<file path="src/rtl/dds_sweep_ctrl.sv">
// Frequency sweep sequencer driving the tuning word of a DDS phase accumulator.
// Latency: ftw/ftw_valid/phase_rst register one clock after the start or dwell-expiry edge.
// Backpressure: none; stop aborts on the next edge and start is ignored while a sweep is active.
module dds_sweep_ctrl #(
  parameter int FTW_W   = 24,
  parameter int DWELL_W = 16
) (
  input  logic               clk,
  input  logic               rst,
  input  logic               start,
  input  logic               stop,
  input  logic               cont,
  input  logic [FTW_W-1:0]   f_start,
  input  logic [FTW_W-1:0]   f_stop,
  input  logic [FTW_W-1:0]   f_step,
  input  logic [DWELL_W-1:0] dwell,
  output logic [FTW_W-1:0]   ftw,
  output logic               ftw_valid,
  output logic               phase_rst,
  output logic               busy,
  output logic               done,
  output logic               err
);

  // DWELL: holding ftw, more than one dwell cycle left.
  // STEP:  last dwell cycle of a non-final ftw; the next edge advances ftw.
  // FINAL: holding ftw == f_stop; expiry ends or restarts the sweep.
  typedef enum logic [1:0] {
    IDLE  = 2'd0,
    DWELL = 2'd1,
    STEP  = 2'd2,
    FINAL = 2'd3
  } state_t;

  state_t             state;
  logic               cont_l;
  logic [FTW_W-1:0]   f_start_l;
  logic [FTW_W-1:0]   f_stop_l;
  logic [FTW_W-1:0]   step_l;
  logic [DWELL_W-1:0] dwell_l;
  logic [DWELL_W-1:0] cnt;
  logic [DWELL_W-1:0] cnt_inc;
  logic [FTW_W:0]     nxt;

  // One extra bit on the sum so a step past the top of the range is seen, not wrapped.
  assign nxt     = {1'b0, ftw} + {1'b0, step_l};
  assign cnt_inc = cnt + {{(DWELL_W-1){1'b0}}, 1'b1};

  // State to enter right after loading a new ftw: the end frequency goes to FINAL,
  // otherwise a zero dwell means the very first cycle is already the stepping cycle.
  function automatic state_t hold_state(input logic [FTW_W-1:0]   f,
                                        input logic [FTW_W-1:0]   f_end,
                                        input logic [DWELL_W-1:0] d);
    if (f == f_end)
      return FINAL;
    else if (d == '0)
      return STEP;
    else
      return DWELL;
  endfunction

  // Sweep sequencer: state, dwell counter, latched configuration and registered outputs.
  always_ff @(posedge clk) begin
    if (!rst) begin
      state     <= IDLE;
      cont_l    <= 1'b0;
      f_start_l <= '0;
      f_stop_l  <= '0;
      step_l    <= '0;
      dwell_l   <= '0;
      cnt       <= '0;
      ftw       <= '0;
      ftw_valid <= 1'b0;
      phase_rst <= 1'b0;
      busy      <= 1'b0;
      done      <= 1'b0;
      err       <= 1'b0;
    end else begin
      ftw_valid <= 1'b0;
      phase_rst <= 1'b0;
      done      <= 1'b0;
      err       <= 1'b0;

      if (state != IDLE && stop) begin
        // Abort: keep the current ftw, no done and no new word.
        state <= IDLE;
        busy  <= 1'b0;
        cnt   <= '0;
      end else begin
        case (state)
          IDLE: begin
            if (start && !stop) begin
              if (f_start > f_stop) begin
                err <= 1'b1;
              end else begin
                cont_l    <= cont;
                f_start_l <= f_start;
                f_stop_l  <= f_stop;
                step_l    <= (f_step == '0) ? {{(FTW_W-1){1'b0}}, 1'b1} : f_step;
                dwell_l   <= dwell;
                ftw       <= f_start;
                ftw_valid <= 1'b1;
                phase_rst <= 1'b1;
                busy      <= 1'b1;
                cnt       <= '0;
                state     <= hold_state(f_start, f_stop, dwell);
              end
            end
          end

          DWELL: begin
            cnt <= cnt_inc;
            if (cnt_inc == dwell_l)
              state <= STEP;
          end

          STEP: begin
            cnt       <= '0;
            ftw_valid <= 1'b1;
            if (nxt >= {1'b0, f_stop_l}) begin
              ftw   <= f_stop_l;
              state <= FINAL;
            end else begin
              ftw   <= nxt[FTW_W-1:0];
              state <= (dwell_l == '0) ? STEP : DWELL;
            end
          end

          FINAL: begin
            if (cnt != dwell_l) begin
              cnt <= cnt_inc;
            end else if (cont_l) begin
              // Sawtooth: jump back to the start frequency and re-clear the accumulator.
              cnt       <= '0;
              ftw       <= f_start_l;
              ftw_valid <= 1'b1;
              phase_rst <= 1'b1;
              state     <= hold_state(f_start_l, f_stop_l, dwell_l);
            end else begin
              cnt   <= '0;
              done  <= 1'b1;
              busy  <= 1'b0;
              state <= IDLE;
            end
          end

          default: begin
            state <= IDLE;
            busy  <= 1'b0;
          end
        endcase
      end
    end
  end

endmodule

</file>
<file path="config.mk">
export PLATFORM = sky130hd
export DESIGN_NAME = dds_sweep_ctrl
export DESIGN_NICKNAME = d
export VERILOG_FILES = /design/src/rtl/dds_sweep_ctrl.sv
export SDC_FILE = /design/constraint.sdc
export NUM_CORES = 1
export LEC_CHECK = 0
export ABC_AREA = 1
export ABC_CLOCK_PERIOD_IN_PS = 6620
export CORE_ASPECT_RATIO = 0.8
export CORE_MARGIN = 1
export CORE_UTILIZATION = 40
export CTS_BUF_LIST = sky130_fd_sc_hd__clkbuf_4
export DETAILED_ROUTE_END_ITERATION = 12
export SYNTH_ARGS = -nofsm -noshare
export SYNTH_HDL_FRONTEND = slang
export SYNTH_SLANG_ARGS = --single-unit
</file>
<file path="constraint.sdc">
create_clock -name clk -period 6.62 [get_ports clk]
set_clock_uncertainty 0.1 [all_clocks]
set_input_delay 0.662 -clock clk [delete_from_list [all_inputs] [get_ports clk]]
set_output_delay 0.662 -clock clk [all_outputs]
set_load 0.01 [all_outputs]
</file>
# ---- After elaboration in Yosys (flattened, before gate mapping)
# Index checks and enable logic that the tools add are counted.
dict set report totals {
  register_bits 136
  output_inout_bits 29
  word_cells 89
}
dict set report classes {
  n_eq_ne 13
  mux 35
  n_bitwise 6
  addsub 2
  reduce_logical 18
  order_cmp 2
}
# operator count
set ops {}
lappend ops {{2-to-1 mux 24 bit} 6}
lappend ops {{one-hot mux 24 bit (3 select lines)} 1}
lappend ops {{one-hot mux 16 bit (4 select lines)} 1}
lappend ops {{equality test 24 bit} 2}
lappend ops {{2-to-1 mux 16 bit} 3}
lappend ops {{zero test 16 bit} 2}
lappend ops {{adder 24 x 24 -> 25 bit} 1}
lappend ops {{>= comparator 25 x 24 -> 1 bit} 1}
lappend ops {{> comparator 24 bit} 1}
lappend ops {{zero test 24 bit} 1}
lappend ops {{2-to-1 mux 2 bit} 10}
lappend ops {{adder 16 x 1 -> 16 bit (second input constant)} 1}
lappend ops {{equality test 16 bit} 1}
lappend ops {{inequality test 16 bit} 1}
lappend ops {{inequality test 2 bit (second input constant)} 6}
lappend ops {{2-to-1 mux 1 bit} 10}
lappend ops {{one-hot mux 2 bit (4 select lines)} 1}
lappend ops {{AND reduction 4 bit} 2}
lappend ops {{OR reduction 4 bit} 2}
lappend ops {{NOT 1 bit} 6}
lappend ops {{AND reduction 6 bit} 1}
lappend ops {{AND reduction 5 bit} 1}
lappend ops {{equality test 2 bit (second input constant)} 2}
lappend ops {{one-hot mux 1 bit (2 select lines)} 2}
lappend ops {{9 further kinds} 11}

# ---- Depth between registers and ports, before layout
# Gate-level depths: netlist (run 1).
dict set report logic_depth {
  depth_word 6
  depth_mapped 27
}

# ---- Worst setup path before layout (run 1)
# Ideal clock, no wire load.
dict set report synth_timing {
  kind {register -> register}
  from {register ftw[0]}
  to {register ftw[6]}
  setup_slack_ps 3231
  synth_period_minus_slack_ps 3389
  path_buffers 1
  arrival_ps 3180
  required_time_ps 6411
  path_stages_with_launch 24
  cell_sequence {dfxtp_1 > ha_1 > fa_1 > nand2_1 > nand3_1 > nand3_1 > nand2_1 > nand2_1 > nand2_2 > a21o_1 > xor2_1 > inv_1 > ha_1 > a21oi_1 > nand2_1 > nand2_1 > nand3_1 > a21oi_2 > nand3_4 > buf_2 > o211ai_1 > nand2_1 > nand2_1 > inv_1}
}
dict set report synth_via {
  elab_chain_len 4
}
# item line_no
set synth_lines {}
lappend synth_lines {{start, declared} 17} ;# output logic [FTW_W-1:0] ftw,
lappend synth_lines {{start signal, assigned} 101} ;# ftw <= f_start;
lappend synth_lines {{start signal, assigned} 121} ;# ftw <= f_stop_l;
lappend synth_lines {{start signal, assigned} 124} ;# ftw <= nxt[FTW_W-1:0];
lappend synth_lines {{adder 24 x 24 -> 25 bit (*)} 46} ;# assign nxt = {1'b0, ftw} + {1'b0, step_l};
lappend synth_lines {{>= comparator 25 x 24 -> 1 bit} 120} ;# if (nxt >= {1'b0, f_stop_l}) begin
lappend synth_lines {{2-to-1 mux 24 bit (*)} 120}
lappend synth_lines {{one-hot mux 24 bit (3 select lines) (*)} 90} ;# case (state)
# Mark *: on every way between the ends. The rest lies on a longest branch, timed or not.
# A chain may end at the register's enable or synchronous reset.

# ---- Worst setup path in the final report (run 1)
dict set report layout_timing {
  from {register ftw[0]}
  to {register ftw[13]}
}
# Same word-level chain as after synthesis.

==> out/qor.txt, run 1 <==
worst slew slack as a fraction of its limit: 24.0%
Port-buffer cells: 121
Net count, final: 1729
post-CTS setup buffers: 0
initial antenna violation count: 2
status: complete, no violations
Hold Violations, Final: 0
post-synthesis sequential element count: 136
highest cell delay on the worst timing path: 380 ps
Die W: 176 um
largest fanout of any net on the critical path: 35
post-synthesis cell type with the largest combined area: sky130_fd_sc_hd__dfxtp_1
I/O pin count: 122
DP HPWL: 22800 um
Mapped Avg Cell Area: 6.63 um2
fin. max-slew vios: 0
crit path DAT: 4550 ps
sequential-to-total area share from yosys stat: 28.0%
portion of the clock cycle consumed by the worst path in the final layout: 63.2%
final core utilization: 48.0%
Placer Congestion: 0.944
Yosys top cell area share: 28.0%
total grt overflow: 0
share of layout cells above drive strength 1: 4.52%
clock root buffer master: sky130_fd_sc_hd__clkbuf_4
number of setup violations in the final report: 0
overall die height: 141 um
Final Critical Period: 4190 ps
clock tree buffer depth: 2
Maximum Capacitance Violations: 0
Top cell by count, worst path: sky130_fd_sc_hd__nand2_1
share of synthesized cell area in full adder, half adder and majority cells: 10.1%
leading cell types in the layout, fill and taps excluded: 304 x sky130_fd_sc_hd__nand2_1, 223 x sky130_fd_sc_hd__inv_1, 179 x sky130_fd_sc_hd__nor2_1, 136 x sky130_fd_sc_hd__dfxtp_1, 124 x sky130_fd_sc_hd__a21oi_1
Crit path required time: 6980 ps
Initial Util: 41.2%
Synth-to-Final Area Change: 16.6%
Simple-Gate Fraction of Synth Area: 27.2%
Post-CTS Hold Fix Bufs: 0
initial drt markers: 797
YS warnings: 0
Clock Pin Slew Worst Setup and Hold Paths: 130 ps
dominant cells by area after synthesis: sky130_fd_sc_hd__dfxtp_1 28%, sky130_fd_sc_hd__nand2_1 12%, sky130_fd_sc_hd__ha_1 9.9%
number of H-tree branching levels: 4
Setup crit end kind: register
Cell variety after synth: 49
dominant combinational cell family by area after synthesis: simple AND/OR/NAND/NOR gates
area of the placeable core: 0.0236 mm2
master of the slowest instance on the critical path: sky130_fd_sc_hd__fa_1
Hold Crit Class: register to register
global-route usage over all layers: 24.1%
startpoint class of the critical path: register
DR DRC count: 0
power per standard cell area: 317 mW/mm2
worst-case vdd ir drop: 0.000180 V
number of rows in the core area: 50
setup tns final: 0 ps
Synth Cell Area: 0.00971 mm2
complex-gate fraction of the synthesized area: 16.8%
slew of the pin with the lowest slew margin: 1140 ps
largest net degree at the start of global routing: 93
total placed cells including tap cells: 1851
clock tree from TritonCTS: built
router iterations before antenna repair: 5
final non-filler cell total: 1885
Post-Synthesis Net Count: 1636
DRT Wirelength: 29300 um
post-CTS sizing: 0
kind of critical path: register to register
DR vias: 9418
synthesized instance count: 1465
leading cell type in the layout, fill and taps excluded: sky130_fd_sc_hd__nand2_1
fraction of synthesized cell area in xor and xnor cells: 6.03%
first-pass GRT wire length: 46700 um
unrepaired setup endpoints after global routing: false
Leakage: 5.26 nW
# clock sinks: 136
drt via density: 5.00
kind of cell adding the most delay to the critical path: simple AND/OR/NAND/NOR gates
WP buf/inv: 3
Highest Clock Rate: 239 MHz
antenna viol nets, final: 0
average wire per cell in the routed design: 15.5 um
final hold slack: 382 ps
clock latency reported for the late side of the worst-skew pair: 580 ps
mux share of post-synthesis cell area: 0%
TritonCTS buffer count: 17
via count of the first global-routing pass: 8627
area enclosed by the die boundary: 0.0249 mm2
## cell usage after synthesis, drive strengths merged
cell type / instances
a211oi: 14
a21o: 4
a21oi: 126
a22o: 11
a22oi: 3
a31oi: 2
and3: 1
buf: 30
clkbuf: 22
dfxtp: 136
fa: 1
ha: 77
inv: 227
nand2: 310
nand2b: 1
nand3: 55
nand3b: 8
nand4: 30
nor2: 186
nor3: 14
nor3b: 1
nor4: 8
o211ai: 14
o21a: 3
o21ai: 107
o21bai: 8
or2: 4
or3: 1
xnor2: 35
xnor3: 1
xor2: 24
xor3: 1
## sequential cells by signal, summed over array words and instances (netlist names)
signal,flops
dwell_l,16
done,1
state,2
step_l,24
f_start_l,24
cont_l,1
busy,1
ftw,24
ftw_valid,1
err,1
cnt,16
f_stop_l,24
phase_rst,1
## per-stage QoR
| step | area (um2) | power [mW] | worst slack, ps |
|---|---|---|---|
| floorplan | 9710 | 2.51 | 3230 |
| finish | 11300 | 3.59 | 2430 |
| global route | 11300 | 3.91 | 2010 |
| global placement | 11100 | 3.03 | 2460 |
| CTS | 11300 | 3.59 | 2470 |
| detailed placement | 11100 | 3.04 | 2360 |
## final timing paths
path	start	depth (start not counted)	endpoint	slack (ps)
worst min-delay path	busy$_SDFFE_PP0P_	2	busy$_SDFFE_PP0P_	380
worst max-delay path	ftw[0]$_SDFFE_PN0P_	25	ftw[13]$_SDFFE_PN0P_	2430
worst min register to register	busy$_SDFFE_PP0P_	2	busy$_SDFFE_PP0P_	380
worst max register to register	ftw[0]$_SDFFE_PN0P_	25	ftw[13]$_SDFFE_PN0P_	2430
## routing by layer
layer / share of wire (%) / global-route usage [%]
met1: 56 / 39.7
met2: 37 / 31.5
met3: 6.8 / 4.37
met4: 0.53 / 3.80
met5: 0 / 0
## worst register-to-register path, stage by stage, from the launching register on
cell	delay [ps]
sky130_fd_sc_hd__dfxtp_1	360
sky130_fd_sc_hd__ha_1	230
sky130_fd_sc_hd__fa_1	380
sky130_fd_sc_hd__nand2_1	90
sky130_fd_sc_hd__nand3_1	90
sky130_fd_sc_hd__nand3_1	80
sky130_fd_sc_hd__nand2_1	110
sky130_fd_sc_hd__a21oi_1	240
sky130_fd_sc_hd__o21ai_0	150
sky130_fd_sc_hd__xor2_1	240
sky130_fd_sc_hd__inv_1	80
sky130_fd_sc_hd__ha_1	290
sky130_fd_sc_hd__nand2_1	70
sky130_fd_sc_hd__nor2_1	50
sky130_fd_sc_hd__nand2_1	80
sky130_fd_sc_hd__nor2_1	40
sky130_fd_sc_hd__nand2_1	50
sky130_fd_sc_hd__nand3_1	70
sky130_fd_sc_hd__a21oi_2	220
sky130_fd_sc_hd__nand3_4	340
sky130_fd_sc_hd__inv_2	350
sky130_fd_sc_hd__nand2_1	90
sky130_fd_sc_hd__nand3_1	70
sky130_fd_sc_hd__nand3b_1	80
sky130_fd_sc_hd__nand2_1	70
sky130_fd_sc_hd__inv_1	40
## cell families (layout without fill, tap and decap cells)
logic type / after synthesis / count (layout)
compound gates: 292 / 292
xor+xnor: 61 / 61
fa+ha+maj: 78 / 78
buf+inv: 279 / 385
flops: 136 / 136
other cells: 0 / 2
simple gates: 619 / 619
## power by group
group / leakage (nW) / switching, mW / internal [mW]
Combinational: 4.01 / 1.21 / 0.716
Sequential: 1.11 / 0.156 / 0.971
Clock: 0.141 / 0.344 / 0.192
Total: 5.26 / 1.71 / 1.88
## area by class of cell
type,instances,area [um2]
clock buffers,18,135
clock inverters,14,125
multi-input cells,1050,5850
diodes,2,5.00
flip-flops and latches,136,2720
fillers,2500,12300
inverters,227,855
repair buffers,126,1240
well taps,312,390
Power figures use the tool's default switching activity.
==> run 2: changes to the inputs <==
- ABC_CLOCK_PERIOD_IN_PS: 6620 -> 3800
- clock period: 6.62 -> 3.8 ns (I/O delays scaled with it)
==> out/qor.txt, run 2 (synthesis gave the netlist of run 1 again) <==
largest net degree at the start of global routing: 49
Die W: 176 um
average wire per cell in the routed design: 15.9 um
Maximum Capacitance Violations: 0
# clock sinks: 136
via count of the first global-routing pass: 8479
Placer Congestion: 0.948
status: complete, no violations
share of layout cells above drive strength 1: 9.63%
Hold Crit Class: input port to register
setup tns final: 0 ps
master of the slowest instance on the critical path: sky130_fd_sc_hd__dfxtp_2
Crit path required time: 4190 ps
startpoint class of the critical path: register
router iterations before antenna repair: 5
antenna viol nets, final: 0
crit path DAT: 3970 ps
highest cell delay on the worst timing path: 370 ps
number of rows in the core area: 50
clock latency reported for the late side of the worst-skew pair: 580 ps
clock root buffer master: sky130_fd_sc_hd__clkbuf_4
final core utilization: 51.1%
area of the placeable core: 0.0236 mm2
leading cell types in the layout, fill and taps excluded: 293 x sky130_fd_sc_hd__nand2_1, 223 x sky130_fd_sc_hd__inv_1, 178 x sky130_fd_sc_hd__nor2_1, 126 x sky130_fd_sc_hd__dfxtp_1, 120 x sky130_fd_sc_hd__clkdlybuf4s50_1
post-place instance area: 0.0112 mm2
portion of the clock cycle consumed by the worst path in the final layout: 94.3%
Highest Clock Rate: 279 MHz
Final WS setup: 215 ps
Final Critical Period: 3580 ps
clock tree buffer depth: 2
kind of critical path: register to register
TritonCTS buffer count: 17
WP buf/inv: 4
Setup crit end kind: register
first-pass GRT wire length: 46100 um
post-placement setup slack: 133 ps
Hold Violations, Final: 0
kind of cell adding the most delay to the critical path: simple AND/OR/NAND/NOR gates
worst slew slack as a fraction of its limit: 22.4%
Initial Util: 41.2%
DP HPWL: 23200 um
Net count, final: 1758
total placed cells including tap cells: 1870
DRT Wirelength: 30500 um
DR vias: 9721
clock tree from TritonCTS: built
final non-filler cell total: 1912
worst setup slack for register-to-register paths: 220 ps
area enclosed by the die boundary: 0.0249 mm2
Leakage: 5.53 nW
initial drt markers: 659
total grt overflow: 0
area of all placed cells without fillers: 0.0121 mm2
largest fanout of any net on the critical path: 6
power per standard cell area: 596 mW/mm2
final hold slack: 264 ps
overall die height: 141 um
initial antenna violation count: 1
global-route usage over all layers: 24.0%
DR DRC count: 0
I/O pin count: 122
slew of the pin with the lowest slew margin: 1160 ps
drt via density: 5.08
Top cell by count, worst path: sky130_fd_sc_hd__nand2_1
fin. max-slew vios: 0
Clock Pin Slew Worst Setup and Hold Paths: 130 ps
Port-buffer cells: 121
post-route total power: 7.18 mW
worst-case vdd ir drop: 0.000298 V
leading cell type in the layout, fill and taps excluded: sky130_fd_sc_hd__nand2_1
Synth-to-Final Area Change: 24.1%
number of H-tree branching levels: 4
number of setup violations in the final report: 0
==> run 2: cell count changes in the layout (fill, tap and decap cells not counted), sizes merged <==
cell	change
buf	+26
bufinv	+5
clkinv	-4
clkbuf	+3
clkinvlp	-2
diode	-1
dlygate4sd3	+1
inv	-1
==> run 2: worst reg2reg max path: stages (launching register included) <==
cell                        delay [ps]
sky130_fd_sc_hd__dfxtp_2           370
sky130_fd_sc_hd__ha_1              330
sky130_fd_sc_hd__nand2_1           170
sky130_fd_sc_hd__inv_1              70
sky130_fd_sc_hd__a21oi_1           180
sky130_fd_sc_hd__nand2_2           110
sky130_fd_sc_hd__nand2_2           100
sky130_fd_sc_hd__nand2_4            70
sky130_fd_sc_hd__nand3_2            70
sky130_fd_sc_hd__nand2_2            60
sky130_fd_sc_hd__xor2_2            200
sky130_fd_sc_hd__inv_1              70
sky130_fd_sc_hd__ha_1              290
sky130_fd_sc_hd__nand2_1            70
sky130_fd_sc_hd__nand2_1            50
sky130_fd_sc_hd__nand3_1            60
sky130_fd_sc_hd__nand2_1            60
sky130_fd_sc_hd__nand2_1            70
sky130_fd_sc_hd__nand3_2           100
sky130_fd_sc_hd__a21oi_4           190
sky130_fd_sc_hd__nand3_4           180
sky130_fd_sc_hd__clkbuf_16         210
sky130_fd_sc_hd__o211ai_1          170
sky130_fd_sc_hd__nand2_1            70
sky130_fd_sc_hd__nand2_1            60
sky130_fd_sc_hd__inv_1              40
==> run 2: area by class of cell <==
cell class | instances | area [um2]
Timing Repair Buffer | 155 | 1530
Multi-Input combinational cell | 1050 | 6170
Clock inverter | 12 | 223
Clock buffer | 19 | 143
Antenna cell | 1 | 2.50
Tap cell | 312 | 390
Sequential cell | 136 | 2740
Fill cell | 2361 | 11500
Inverter | 227 | 857
==> run 2: per-layer routing <==
layer,vias up,track usage (%),share of wire [%]
li1,4978,-,-
met1,4420,39.6,54
met2,295,31.4,38
met3,28,3.51,6.6
met4,0,5.54,1.4
met5,-,0,0
==> run 2: final timing paths <==
kind	start	to	cells after the start
setup reg to reg	ftw[6]$_SDFFE_PN0P_	ftw[3]$_SDFFE_PN0P_	25
hold / removal	f_step[4]	step_l[4]$_SDFFE_PN0P_	3
hold reg to reg	busy$_SDFFE_PP0P_	busy$_SDFFE_PP0P_	2
setup / recovery	ftw[6]$_SDFFE_PN0P_	ftw[3]$_SDFFE_PN0P_	25
==> run 2: timing repair <==
action	CTS	global route
hold endpoints to repair	1	0
setup endpoints to repair	0	26
setup buffers	0	5
gates resized for setup	0	69
hold buffers	1	0
==> run 2: power by group <==
group / switching (mW) / total, mW / leakage [nW] / internal [mW]
Combinational: 2.33 / 3.97 / 4.22 / 1.65
Clock: 0.563 / 1.23 / 0.193 / 0.667
Sequential: 0.282 / 1.98 / 1.12 / 1.70
Total: 3.17 / 7.18 / 5.53 / 4.01
==> run 3: changes to the inputs <==
- CORE_MARGIN: 1 -> 2
- PLACE_DENSITY: default -> 0.7
- RECOVER_POWER: default -> 100
==> out/qor.txt, run 3 (synthesis gave the netlist of run 1 again) <==
status: complete, no violations
initial antenna violation count: 1
Clock Pin Slew Worst Setup and Hold Paths: 120 ps
area enclosed by the die boundary: 0.0255 mm2
master of the slowest instance on the critical path: sky130_fd_sc_hd__dfxtp_2
Leakage: 5.52 nW
Storage cell area: 0.00274 mm2
post-place instance area: 0.0112 mm2
startpoint class of the critical path: register
initial drt markers: 998
clock latency reported for the late side of the worst-skew pair: 580 ps
kind of critical path: register to register
Hold Violations, Final: 0
largest net degree at the start of global routing: 85
Setup crit end kind: register
kind of cell adding the most delay to the critical path: simple AND/OR/NAND/NOR gates
area of all placed cells without fillers: 0.0120 mm2
crit path DAT: 4000 ps
DRT Wirelength: 30000 um
fin. max-slew vios: 0
antenna viol nets, final: 0
Post-CTS Hold Fix Bufs: 0
overall die height: 143 um
number of H-tree branching levels: 4
DR DRC count: 0
highest cell delay on the worst timing path: 360 ps
number of rows in the core area: 50
leading cell types in the layout, fill and taps excluded: 293 x sky130_fd_sc_hd__nand2_1, 224 x sky130_fd_sc_hd__inv_1, 179 x sky130_fd_sc_hd__nor2_1, 124 x sky130_fd_sc_hd__dfxtp_1, 116 x sky130_fd_sc_hd__a21oi_1
Hold Crit Class: input port to register
average wire per cell in the routed design: 15.7 um
number of setup violations in the final report: 0
via count of the first global-routing pass: 8662
largest fanout of any net on the critical path: 17
leading cell type in the layout, fill and taps excluded: sky130_fd_sc_hd__nand2_1
I/O pin count: 122
TritonCTS buffer count: 17
Highest Clock Rate: 276 MHz
slew of the pin with the lowest slew margin: 1100 ps
total grt overflow: 0
Crit path required time: 4190 ps
power per standard cell area: 586 mW/mm2
total area of multi-input combinational cells: 0.00618 mm2
Die W: 178 um
clock root buffer master: sky130_fd_sc_hd__clkbuf_4
first-pass GRT wire length: 45800 um
worst-case vdd ir drop: 0.000349 V
Final WS setup: 181 ps
clock tree from TritonCTS: built
Maximum Capacitance Violations: 0
Initial Util: 41.1%
DR vias: 9752
worst slew slack as a fraction of its limit: 26.9%
clock tree buffer depth: 2
WP buf/inv: 4
DP HPWL: 22500 um
share of layout cells above drive strength 1: 9.79%
Port-buffer cells: 121
Final Critical Period: 3620 ps
global-route usage over all layers: 23.1%
area of the placeable core: 0.0236 mm2
Placer Congestion: 0.893
Synth-to-Final Area Change: 23.3%
Top cell by count, worst path: sky130_fd_sc_hd__nand2_1
post-placement setup slack: 90.8 ps
router iterations before antenna repair: 5
Fillers: 2378
Net count, final: 1752
portion of the clock cycle consumed by the worst path in the final layout: 95.2%
drt via density: 5.12
Critical Path, Cell by Cell: ha_4, fa_2, nand2_2, nand3_2, nand3_2, nand2_4, a21oi_4, o21ai_2, xor2_2, inv_1, ha_4, nand2_1, buf_4, o21ai_0, a21oi_1, nand2_1, nand2_1, nand3_4, clkbuf_16, nand2_1, o211ai_1, nand2_1, nand2_1, inv_1
# clock sinks: 136
-- run 3: where the power goes --
group / switching [mW] / internal (mW)
clock network: 0.568 / 0.532
logic: 2.31 / 1.64
registers: 0.277 / 1.70
total: 3.16 / 3.86
-- run 3: stage by stage --
stage               total power [mW]  cells  hold WS (ps)  TNS, ps  util, %
floorplan                       4.38   1465           347        0        -
global placement                5.33   1867           359        0     47.4
detailed placement              5.38   1867           367        0     47.4
CTS                             6.48   1898           229        0     48.8
global route                    7.57   1906           253     -241     50.6
finish                          7.02   1906           269        0     50.6
-- run 3: worst register-to-register path: stages (launching register included) --
cell and delay [ps]:
sky130_fd_sc_hd__dfxtp_2 360, sky130_fd_sc_hd__ha_4 170, sky130_fd_sc_hd__fa_2 360, sky130_fd_sc_hd__nand2_2 100
sky130_fd_sc_hd__nand3_2 80, sky130_fd_sc_hd__nand3_2 90, sky130_fd_sc_hd__nand2_4 80, sky130_fd_sc_hd__a21oi_4 190
sky130_fd_sc_hd__o21ai_2 100, sky130_fd_sc_hd__xor2_2 200, sky130_fd_sc_hd__inv_1 100, sky130_fd_sc_hd__ha_4 270
sky130_fd_sc_hd__nand2_1 60, sky130_fd_sc_hd__buf_4 130, sky130_fd_sc_hd__o21ai_0 150, sky130_fd_sc_hd__a21oi_1 80
sky130_fd_sc_hd__nand2_1 60, sky130_fd_sc_hd__nand2_1 110, sky130_fd_sc_hd__nand3_4 210, sky130_fd_sc_hd__clkbuf_16 210
sky130_fd_sc_hd__nand2_1 70, sky130_fd_sc_hd__o211ai_1 80, sky130_fd_sc_hd__nand2_1 70, sky130_fd_sc_hd__nand2_1 60
sky130_fd_sc_hd__inv_1 40
-- run 3: cell type report --
cell class / instances / area share [%]
clock inverters: 12 / 1.47
well taps: 312 / 3.26
inverters: 227 / 7.18
clock buffers: 19 / 1.19
diodes: 1 / 0.0209
repair buffers: 149 / 12.4
multi-input cells: 1050 / 51.6
flip-flops and latches: 136 / 22.9
-- run 3: final timing paths --
kind | from | endpoint | slack [ps] | depth (start not counted)
max | ftw[0]$_SDFFE_PN0P_ | ftw[4]$_SDFFE_PN0P_ | 180 | 24
min | rst | cnt[2]$_SDFFE_PP0P_ | 270 | 3
max reg2reg | ftw[0]$_SDFFE_PN0P_ | ftw[4]$_SDFFE_PN0P_ | 180 | 24
min reg2reg | busy$_SDFFE_PP0P_ | busy$_SDFFE_PP0P_ | 370 | 2
-- run 3: routing by layer --
metal / GRT usage, % / share of wire (%) / routed length, um
met5: 0 / 0 / 0
met4: 4.71 / 1.0 / 308
met3: 4.44 / 9.2 / 2750
met2: 31.1 / 38 / 11500
met1: 37.1 / 52 / 15500
-- run 3: repair_timing --
item                       CTS  global route
setup endpoints to repair    0            26
resized for setup            0            80
buffers inserted             0             4
